## config.mk

```make
export PLATFORM = sky130hd
export DESIGN_NAME = fact_param
export DESIGN_NICKNAME = d
export VERILOG_FILES = /design/src/rtl/fact_param.sv
export SDC_FILE = /design/constraint.sdc
export NUM_CORES = 1
export LEC_CHECK = 0
export ABC_CLOCK_PERIOD_IN_PS = 4740
export CELL_PAD_IN_SITES_DETAIL_PLACEMENT = 0
export CELL_PAD_IN_SITES_GLOBAL_PLACEMENT = 1
export CORE_MARGIN = 5
export CORE_UTILIZATION = 35
export DETAILED_ROUTE_END_ITERATION = 16
export GPL_ROUTABILITY_DRIVEN = 0
export GPL_TIMING_DRIVEN = 0
export PLACE_DENSITY_LB_ADDON = 0.1
export REMOVE_ABC_BUFFERS = 1
export SYNTH_ARGS = -nofsm -noshare
export SYNTH_HDL_FRONTEND = slang
export SYNTH_SLANG_ARGS = --single-unit
```

## constraint.sdc

```tcl
create_clock -name clk -period 4.74 [get_ports clk]
set_clock_uncertainty 0.05 [all_clocks]
set_input_delay 0.948 -clock clk [delete_from_list [all_inputs] [get_ports clk]]
set_output_delay 0.948 -clock clk [all_outputs]
set_load 0.1 [all_outputs]
```

## src/rtl/fact_param.sv

```systemverilog
// fact_param -- iterative factorial engine, one multiply per clock.
//
// Computes nf = n! for an IN_W-bit operand into an OUT_W-bit result.
// A product that no longer fits in OUT_W bits raises err instead of
// wrapping. An operand above MAX_N also raises err, without any
// computation taking place.
//
// Ports:
//   clk   in   1      system clock, rising edge
//   rst   in   1      asynchronous reset, active low
//   go    in   1      start request, accepted only when not busy
//   n     in   IN_W   operand, captured on the edge that accepts go
//   busy  out  1      computation in progress
//   done  out  1      sticky success flag, nf valid while set
//   err   out  1      sticky failure flag (range or overflow)
//   nf    out  OUT_W  result
module fact_param #(
  parameter int IN_W  = 4,
  parameter int OUT_W = 16,
  parameter int MAX_N = 2**IN_W - 1
) (
  input  logic             clk,
  input  logic             rst,
  input  logic             go,
  input  logic [IN_W-1:0]  n,
  output logic             busy,
  output logic             done,
  output logic             err,
  output logic [OUT_W-1:0] nf
);

  typedef enum logic [1:0] {S_IDLE, S_RUN, S_DONE, S_ERR} state_t;

  localparam longint unsigned N_ALL = (64'd1 << IN_W) - 64'd1;

  state_t             state_q, state_d;
  logic [IN_W-1:0]    cnt_q, cnt_d;
  logic [OUT_W-1:0]   prod_q, prod_d;
  logic               busy_q, busy_d;
  logic               done_q, done_d;
  logic               err_q, err_d;
  logic [OUT_W-1:0]   nf_q, nf_d;
  logic [OUT_W+IN_W-1:0] p;
  logic               range_err;

  // When MAX_N covers every encodable operand the range check is
  // structurally absent; otherwise compare at operand width.
  generate
    if (longint'(MAX_N) >= longint'(N_ALL)) begin : g_no_range
      assign range_err = 1'b0;
    end else begin : g_range
      assign range_err = (n > IN_W'(MAX_N));
    end
  endgenerate

  always_ff @(posedge clk or negedge rst) begin
    if (!rst) begin
      state_q <= S_IDLE;
      cnt_q   <= '0;
      prod_q  <= '0;
      busy_q  <= 1'b0;
      done_q  <= 1'b0;
      err_q   <= 1'b0;
      nf_q    <= '0;
    end else begin
      state_q <= state_d;
      cnt_q   <= cnt_d;
      prod_q  <= prod_d;
      busy_q  <= busy_d;
      done_q  <= done_d;
      err_q   <= err_d;
      nf_q    <= nf_d;
    end
  end

  always_comb begin
    state_d = state_q;
    cnt_d   = cnt_q;
    prod_d  = prod_q;
    busy_d  = busy_q;
    done_d  = done_q;
    err_d   = err_q;
    nf_d    = nf_q;
    // Full-width product so any bit spilling past OUT_W is visible.
    p = {{IN_W{1'b0}}, prod_q} * {{OUT_W{1'b0}}, cnt_q};

    case (state_q)
      S_RUN: begin
        if (cnt_q <= IN_W'(1)) begin
          nf_d    = prod_q;
          done_d  = 1'b1;
          busy_d  = 1'b0;
          state_d = S_DONE;
        end else if (p[OUT_W+IN_W-1:OUT_W] != '0) begin
          err_d   = 1'b1;
          nf_d    = '0;
          busy_d  = 1'b0;
          state_d = S_ERR;
        end else begin
          prod_d = p[OUT_W-1:0];
          cnt_d  = cnt_q - IN_W'(1);
        end
      end
      default: begin
        // IDLE, DONE and ERR all accept a new request; go held high in
        // DONE therefore chains straight into the next computation.
        if (go) begin
          if (range_err) begin
            err_d   = 1'b1;
            done_d  = 1'b0;
            nf_d    = '0;
            state_d = S_ERR;
          end else begin
            cnt_d   = n;
            prod_d  = OUT_W'(1);
            done_d  = 1'b0;
            err_d   = 1'b0;
            busy_d  = 1'b1;
            state_d = S_RUN;
          end
        end
      end
    endcase
  end

  assign busy = busy_q;
  assign done = done_q;
  assign err  = err_q;
  assign nf   = nf_q;

endmodule

```

==> results of run 1 <==
[cell usage after synthesis (all sizes together) (2+ instances only)]
master / count / area (um^2)
and2: 45 / 282
nand2: 94 / 353
mux2i: 15 / 150
nor2b: 2 / 12.5
dfrtp: 41 / 1030
o22a: 2 / 17.5
nand3: 6 / 30.0
xor2: 5 / 43.8
nand4: 4 / 25.0
a31oi: 3 / 18.8
inv: 52 / 195
fa: 28 / 561
nor3: 2 / 10.0
a21o: 6 / 45.0
o21a: 3 / 22.5
buf: 11 / 75.1
a41oi: 2 / 17.5
clkbuf: 16 / 60.1
nor4: 2 / 27.5
nor2: 8 / 30.0
a21oi: 19 / 98.9
ha: 26 / 325
o211ai: 6 / 45.0
xnor2: 7 / 61.3
o21ai: 27 / 135
a211oi: 4 / 30.0
nand2b: 4 / 25.0
and3: 9 / 61.3
and4: 3 / 26.3
[critical path: stages, from the launching register on]
cell	delay [ps]
dfrtp_4	590
and2_1	200
fa_1	530
inv_1	50
fa_1	520
inv_1	40
ha_1	420
nand4_1	190
or3_1	400
o22a_1	200
and3_4	200
nor4_4	250
buf_4	190
and3_4	240
buf_12	140
mux2i_1	190
[logic make-up (layout without fill, tap and decap cells)]
logic type      count (synthesis)  in the layout  share of synthesized area, %
compound gates                 82             82                          13.1
xor+xnor                       12             12                          2.68
fa+ha+maj                      54             54                          22.6
buf+inv                        79             93                          8.42
flops                          41             41                          26.2
mux                            15             15                          3.83
simple gates                  183            183                          23.3
[final timing paths]
kind	from	to	slack (ps)	depth (start not counted)
hold / removal	done	done	450	1
setup / recovery	cnt_q[3]	prod_q[5]	270	15
hold reg to reg	done	done	450	1
min in group asynchronous	rst	prod_q[8]	500	1
max in group asynchronous	rst	cnt_q[1]	3640	2
setup reg to reg	cnt_q[3]	prod_q[5]	270	15
[what timing repair did]
item                                    4_1_cts  5_1_grt
gates resized for setup                       8        5
hold endpoints to repair                      0        0
pin swaps                                     2        0
buffers inserted                              5        2
endpoints found under the setup margin       39       35
[cell type report]
class	count	share of cell area, %
repair buffers	34	8.20
clock buffers	7	3.16
well taps	140	3.88
multi-input cells	346	57.5
inverters	52	4.32
flip-flops and latches	41	23.0
[power groups by stage]
stage	clock network [mW]	registers, mW	logic (mW)
3_3_place_gp	0	0.687	2.02
2_1_floorplan	0	1.01	1.14
6_report	0.344	0.692	2.17
4_1_cts	0.352	0.688	2.16
3_5_place_dp	0	0.693	2.04
5_1_grt	0.364	0.720	2.42
[stage by stage]
step | setup slack [ps] | power [mW]
final | 273 | 3.21
after global routing | 20.8 | 3.50
after CTS | 101 | 3.20
after detailed placement | -975 | 2.73
after global placement | -944 | 2.71
after floorplan | 265 | 2.15
[flip-flops by register name, summed over array words and instances, names as in the netlist]
register	cells
cnt_q	4
done	1
busy	1
nf	16
err	1
state_q	2
prod_q	16
[per-layer routing]
metal / global-route usage, % / share of wire [%]
met1: 23.3 / 49
met2: 28.3 / 47
met3: 2.25 / 2.9
met4: 3.94 / 1.3
met5: 0 / 0
==> out/metrics.yaml, run 1 <==
floorplanning:
  start_util_pct: 35.9
  row_count: 38
  die-area_um2: 13400
  ios: 26
  die_w_um: 116
  die_h_um: 116
  core-area_um2: 10900
worst_setup_path:
  crit_path_start_kind: "flip-flop"
  required_ps: 4900
  path_class: "flip-flop to flip-flop"
  crit_path_end_kind: "flip-flop"
  cp.arrival_ps: 4620
  worst-path-max-fanout: 19
finish:
  regArea_um2: 1040
  diodes: 0
  areaGrowthSynthToFinish_pct: 15.2
  utilization_pct: 41.3
  fin_area_um2: 4520
  multi_input_area_um2: 2600
  drive_gt1_share_pct: 6.04
  final_common_cell: "nand2_1"
  final_cell_mix: "nand2_1 (94), inv_1 (52), and2_1 (45)"
  nets: 541
  final_cells: 620
  fillers: 1123
yosys:
  synth_flop_cell: "dfrtp_1"
  synth.avg_cell_area_um2: 8.42
  synth_edf_count: 0
  syn_inst: 466
  syn-cell-area_um2: 3920
  yosysUniqueCellTypes: 50
  yosysSeqAreaShare_pct: 26.2
  ys_async_sr_fraction_pct: 100
  ys_ff_latch: 41
  ys_warn_count: 0
pwr:
  p_int_mw: 1.48
  power_leakage_nw: 2.20
  clockPowerShare_pct: 10.7
  p_sw_share_pct: 53.9
  power_frac_seq_pct: 21.5
  p_comb_share_pct: 67.7
  p_switching_mw: 1.73
  vdd_drop_max_uv: 501
  power.density_nw_per_um2: 711
timing:
  tightest_slew_ps: 980
  slew_headroom_pct: 34.5
  max_freq_mhz: 224
  tns_ps: 0
  holdWs_ps: 445
  finalCriticalPeriod_ps: 4470
  period_share_pct: 94.2
  finalSetupViolCount: 0
  finalMaxSlewViolations: 0
  hold_viol_final: 0
  rsz0062_at_grt: "false"
global_routing:
  grt_usage_pct: 16.9
  grt_pass1_vias: 3398
  grt_pass1_wl_mm: 17.9
  grt_max_degree: 31
  grt-ovfl-total: 0
  grt_antenna_before_repair: 0
placement:
  dp_cells: 606
  placed_area_um2: 4250
  dpl.hpwl_mm: 7.32
  io_buffers: 25
detailed_routing:
  antenna_left: 0
  totalWireLength_mm: 10.2
  viasPerCell: 5.11
  vias: 3170
  drt_pass1_iterations: 4
  drc: 0
  dr.first_iter.drc_count: 126
  wl_per_cell_um: 16.5
clock_tree:
  cts_max_level: 2
  clkTransAtPathRegs_ps: 60
  clkLatencyLatePin_ps: 290
  cts_max_path_buffers: 2
  root_buffer: "clkbuf_16"
  cts.sinks: 41
  ctsHoldBuffers: 0
  cts_tree: "built"
  numCtsBuffers: 5
run:
  drv_cap: 0
outcome:
  outcome: "complete, no violations"
hold_path:
  min-delay-path-class: "flip-flop to flip-flop"
Note: power is estimated with default switching activity, not from simulation.
==> run 2, diff against run 1 <==
--- a/config.mk
+++ b/config.mk
@@ -13,7 +13,7 @@
 export DETAILED_ROUTE_END_ITERATION = 16
 export GPL_ROUTABILITY_DRIVEN = 0
 export GPL_TIMING_DRIVEN = 0
-export PLACE_DENSITY_LB_ADDON = 0.1
+export PLACE_DENSITY = 0.68
 export REMOVE_ABC_BUFFERS = 1
 export SYNTH_ARGS = -nofsm -noshare
 export SYNTH_HDL_FRONTEND = slang
==> run 2 against run 1 <==
Effect of this change:
- register-to-register slack is essentially flat
- clock power barely moved
- design area down 1.5%
- die area stayed put
- critical path type unchanged
- cell count shrank 0.81%
- non-clock buffer count down 5
==> out/metrics.yaml, run 2 (same netlist as run 1, synthesis figures left out) <==
pwr:
  clockPowerShare_pct: 10.9
  vdd_drop_max_uv: 390
  p_switching_mw: 1.71
  p_sw_share_pct: 54.5
  power.density_nw_per_um2: 704
  p_int_mw: 1.43
  power_frac_seq_pct: 22.0
  p_comb_share_pct: 67.1
  power_leakage_nw: 2.16
  p_total_mw: 3.13
clock_tree:
  cts.sinks: 41
  ctsHoldBuffers: 0
  root_buffer: "clkbuf_16"
  numCtsBuffers: 5
  clkLatencyLatePin_ps: 280
  clkTransAtPathRegs_ps: 60
  cts_max_level: 2
  cts_max_path_buffers: 2
  cts_tree: "built"
worst_setup_path:
  worst-path-max-fanout: 19
  critPathSlowestCell: "dfrtp_4"
  crit_chain: "and2_1, fa_1, inv_1, fa_1, inv_1, ha_1, a21oi_1, o21ai_0, a221oi_1, a21oi_1, nor4_4, buf_4, nand2_1, a311o_1"
  path_class: "flip-flop to flip-flop"
  regToRegStartpoint: "cnt_q[3]"
  crit_path_start_kind: "flip-flop"
  r2r.worst_path.cells: 14
  critPathTopFamily: "adder cells"
  crit_buf_inv: 3
  r2r_setup_slack_ps: 280
  critPathMaxStageDelay_ps: 580
  required_ps: 4860
  crit_path_end_kind: "flip-flop"
  r2r_end: "cnt_q[0]"
  cp.arrival_ps: 4580
floorplanning:
  die-area_um2: 13400
  row_count: 38
  ios: 26
  core-area_um2: 10900
  die_h_um: 116
  die_w_um: 116
  start_util_pct: 35.9
timing:
  finalCriticalPeriod_ps: 4460
  finalMaxSlewViolations: 0
  hold_viol_final: 0
  tns_ps: 0
  finalSetupViolCount: 0
  finalWorstSetupSlack_ps: 276
  slew_headroom_pct: 34.6
  tightest_slew_ps: 978
  period_share_pct: 94.2
  max_freq_mhz: 224
  holdWs_ps: 442
finish:
  final_common_cell: "nand2_1"
  areaGrowthSynthToFinish_pct: 13.4
  diodes: 0
  nets: 536
  final_cell_mix: "nand2_1 (94), inv_1 (52), and2_1 (45)"
  final_cells: 615
  drive_gt1_share_pct: 4.84
  utilization_pct: 40.7
  fin_area_um2: 4450
global_routing:
  grt_max_degree: 34
  grt_antenna_before_repair: 0
  grt_pass1_wl_mm: 17.1
  grt_pass1_vias: 3391
  grt-ovfl-total: 0
  grt_usage_pct: 15.9
detailed_routing:
  vias: 3157
  wl_met1_mm: 4.67
  wl_met2_mm: 4.70
  antenna_left: 0
  drc: 0
  wl_per_cell_um: 15.9
  totalWireLength_mm: 9.78
  viasPerCell: 5.13
  top_layer: "met4"
  drt_pass1_iterations: 4
  dr.first_iter.drc_count: 166
  dr_wl_met3_um: 339
outcome:
  outcome: "complete, no violations"
placement:
  preCtsSetupSlack_ps: -771
  dpl.hpwl_mm: 7.04
  io_buffers: 25
  dp_cells: 605
  placed_area_um2: 4230
run:
  drv_cap: 0
hold_path:
  hold_start: "done"
  min_to: "done"
  holdPathStages: 1
  min-delay-path-class: "flip-flop to flip-flop"
run 2: cell types whose count changed in the layout (fill, tap and decap cells not counted), sizes merged:
cell and delta:
buf -5
run 2: final cells by class:
cell class                      count  area (um^2)
Fill cell                        1151         6490
Multi-Input combinational cell    346         2590
Tap cell                          140          175
Clock buffer                        7          143
Sequential cell                    41         1030
Inverter                           52          195
Timing Repair Buffer               29          313
run 2: layer usage:
| metal | up-vias | global-route usage, % |
|---|---|---|
| met5 | - | 0 |
| met4 | 0 | 2.47 |
| met3 | 10 | 2.77 |
| met2 | 43 | 27.6 |
| met1 | 1558 | 21.3 |
| li1 | 1546 | - |
run 2: what timing repair did:
item | in CTS | in global routing
setup endpoints to repair | 36 | 35
setup buffers | 0 | 3
gates resized for setup | 8 | 3
pin swaps | 2 | 1
hold endpoints to repair | 0 | 0
run 2: worst register-to-register path: cells and delay by family, from the launching register on:
| family | cells | cell delay (ps) |
|---|---|---|
| AO/OA/AOI/OAI | 5 | 1320 |
| flip-flops | 1 | 580 |
| buffers and inverters | 3 | 310 |
| adder cells (fa/ha/maj) | 3 | 1440 |
| AND/OR/NAND/NOR | 3 | 640 |
run 2: worst max path at each step:
stage,endpoint,depth (start not counted),startpoint
5_1_grt,prod_q[9],13,cnt_q[1]
6_report,cnt_q[0],14,cnt_q[3]
3_3_place_gp,prod_q[15],12,cnt_q[3]
4_1_cts,nf[7],13,cnt_q[3]
2_1_floorplan,cnt_q[1],13,cnt_q[3]
3_5_place_dp,cnt_q[1],12,cnt_q[2]
run 2: power by group through the flow:
stage               sequential (mW)  clock [mW]  combinational, mW
CTS                           0.687       0.349               2.02
global route                  0.714       0.362               2.33
floorplan                      1.01           0               1.14
detailed placement            0.687           0               2.00
finish                        0.689       0.341               2.10
global placement              0.681           0               1.99
==> run 3, diff against run 2 <==
--- a/config.mk
+++ b/config.mk
@@ -5,6 +5,7 @@
 export SDC_FILE = /design/constraint.sdc
 export NUM_CORES = 1
 export LEC_CHECK = 0
+export ABC_AREA = 1
 export ABC_CLOCK_PERIOD_IN_PS = 4740
 export CELL_PAD_IN_SITES_DETAIL_PLACEMENT = 0
 export CELL_PAD_IN_SITES_GLOBAL_PLACEMENT = 1
@@ -13,7 +14,7 @@
 export DETAILED_ROUTE_END_ITERATION = 16
 export GPL_ROUTABILITY_DRIVEN = 0
 export GPL_TIMING_DRIVEN = 0
-export PLACE_DENSITY = 0.68
+export PLACE_DENSITY = 0.71
 export REMOVE_ABC_BUFFERS = 1
 export SYNTH_ARGS = -nofsm -noshare
 export SYNTH_HDL_FRONTEND = slang
==> run 3 against run 2 <==
Effect of this change:
- sequential power decreased by 1%
- die area increased by 3.5%
- critical path type unchanged
- via count increased by 10%
- hold slack got worse by 37 ps
- combinational power decreased by 21%
- first-iteration DRC count decreased by 33%
- clock power increased by 18%
==> out/metrics.yaml, run 3 <==
timing:
  finalSetupViolCount: 0
  slew_headroom_pct: 34.4
  period_share_pct: 91.5
  hold_viol_final: 0
  tightest_slew_ps: 981
  rsz0062_at_grt: "false"
  holdWs_ps: 405
  max_freq_mhz: 231
  finalCriticalPeriod_ps: 4340
  finalMaxSlewViolations: 0
clock_tree:
  root_buffer: "clkbuf_16"
  cts_max_path_buffers: 2
  clkLatencyLatePin_ps: 290
  cts.sinks: 41
  numCtsBuffers: 5
  cts_tree: "built"
  ctsHoldBuffers: 0
  clkTransAtPathRegs_ps: 60
  cts_max_level: 2
  cts_resized: 5
  post-cts-setup-buffers: 0
detailed_routing:
  drc: 0
  vias: 3486
  wl_met2_mm: 4.68
  drt_pass1_iterations: 4
  top_layer: "met4"
  dr.first_iter.drc_count: 112
  dr_wl_met3_um: 373
  viasPerCell: 4.57
  antenna_left: 0
  wl_per_cell_um: 13.0
  totalWireLength_mm: 9.89
  wl_met1_mm: 4.71
yosys:
  syn-cell-area_um2: 4070
  ys_async_sr_fraction_pct: 100
  yosysSeqAreaShare_pct: 25.2
  ys_warn_count: 0
  synth.avg_cell_area_um2: 6.74
  synth_flop_cell: "dfrtp_1"
  synth_edf_count: 0
  synth_area_leaders: "dfrtp_1 (25%), nand2_1 (21%), fa_1 (14%), inv_1 (12%), ha_1 (8.0%)"
  yosysUniqueCellTypes: 28
  syn_inst: 604
  yosysMostFrequentCell: "nand2_1"
  synth_common_cells: "nand2_1 (226), inv_1 (132), nand3_1 (47)"
  synth_top_area_share_pct: 25.2
  yosys.area.top_type: "dfrtp_1"
  ys_ff_latch: 41
outcome:
  outcome: "complete, no violations"
run:
  drv_cap: 0
hold_path:
  min-delay-path-class: "input port to async pin"
global_routing:
  grt_usage_pct: 15.1
  grt_pass1_vias: 3550
  grt_pass1_wl_mm: 17.6
  grt_max_degree: 40
  grt-ovfl-total: 0
  grt_antenna_before_repair: 0
floorplanning:
  row_count: 39
  die_w_um: 118
  start_util_pct: 35.7
  ios: 26
  core-area_um2: 11400
  die-area_um2: 13900
  die_h_um: 118
pwr:
  power_leakage_nw: 2.86
  p_total_mw: 2.75
  power.density_nw_per_um2: 592
  vdd_drop_max_uv: 551
worst_setup_path:
  path_class: "flip-flop to flip-flop"
  crit_path_start_kind: "flip-flop"
  startpoint: "cnt_q[3]"
  crit_path_end_kind: "flip-flop"
  worst-path-max-fanout: 39
  required_ps: 4860
  cp.arrival_ps: 4460
  regToRegStartpoint: "cnt_q[3]"
  r2r.worst_path.cells: 19
finish:
  final_cells: 762
  drive_gt1_share_pct: 4.36
  nets: 679
  areaGrowthSynthToFinish_pct: 14.0
  final_cell_mix: "nand2_1 (225), inv_1 (132), nand3_1 (47)"
  diodes: 0
  fin_area_um2: 4640
  final_common_cell: "nand2_1"
  utilization_pct: 40.6
placement:
  io_buffers: 25
  dp_cells: 754
  placed_area_um2: 4440
  dpl.hpwl_mm: 7.44
run 3: changes by cell type in the layout (fill, tap and decap cells not counted), sizes merged, moves of 4 or more:
cell	before	now
a211oi	4	0
nand3	6	51
a21o	6	0
and3	9	0
a21oi	19	13
inv	52	135
nand2	94	228
nor2	8	31
and2	45	1
nand2b	4	0
mux2i	15	0
o21ai	27	8
nand4	4	0
o211ai	6	0
run 3: kinds of logic (layout without fill, tap and decap cells):
kind of cell	after synthesis	in the layout	share of synthesized area, %
compound gates	24	24	3.07
xor+xnor	12	12	2.58
fa+ha+maj	54	54	21.8
buf+inv	155	170	15.1
flops	41	41	25.2
simple gates	318	318	32.3
run 3: worst paths after layout:
check                      slack, ps        to
min in group clk                 440     nf[1]
hold reg to reg                  440     nf[1]
max in group asynchronous       3820  cnt_q[1]
hold / removal                   410  cnt_q[2]
setup reg to reg                 400  cnt_q[0]
setup / recovery                 400  cnt_q[0]
run 3: through the flow:
stage                     worst slack [ps]  setup TNS (ps)
after floorplan                        605               0
after global placement                -819          -16170
after detailed placement              -779          -15110
after CTS                             42.7               0
after global routing                  44.0               0
final                                  403               0
run 3: final cells by class:
type	count	area, um^2
well taps	143	179
multi-input cells	408	2450
repair buffers	27	293
clock buffers	7	143
clock inverters	1	30.0
inverters	135	507
fillers	1224	6780
flip-flops and latches	41	1030
run 3: report_power, final:
part	total, mW	switching, mW	internal (mW)
logic	1.66	1.19	0.471
registers	0.681	0.203	0.478
clock network	0.402	0.139	0.263
run 3: per-layer routing:
layer | vias to the layer above | GRT usage [%]
li1 | 1806 | -
met1 | 1610 | 20.8
met2 | 65 | 25.5
met3 | 5 | 1.49
met4 | 0 | 3.87
met5 | - | 0
run 3: worst max-delay path, stage by stage (launching register included):
cell and delay (ps):
dfrtp_4 590, nand2_1 100, inv_1 70, fa_1 550, inv_1 70, fa_1 540, inv_1 50, ha_1 340
nand2_1 120, inv_1 80, a21oi_1 190, nand3_2 160, nand2_1 130, nand3_1 70, nand2_1 70, nand3_1 270
nand2_8 340, nand2_4 230, nand2_1 120, nand2_1 60
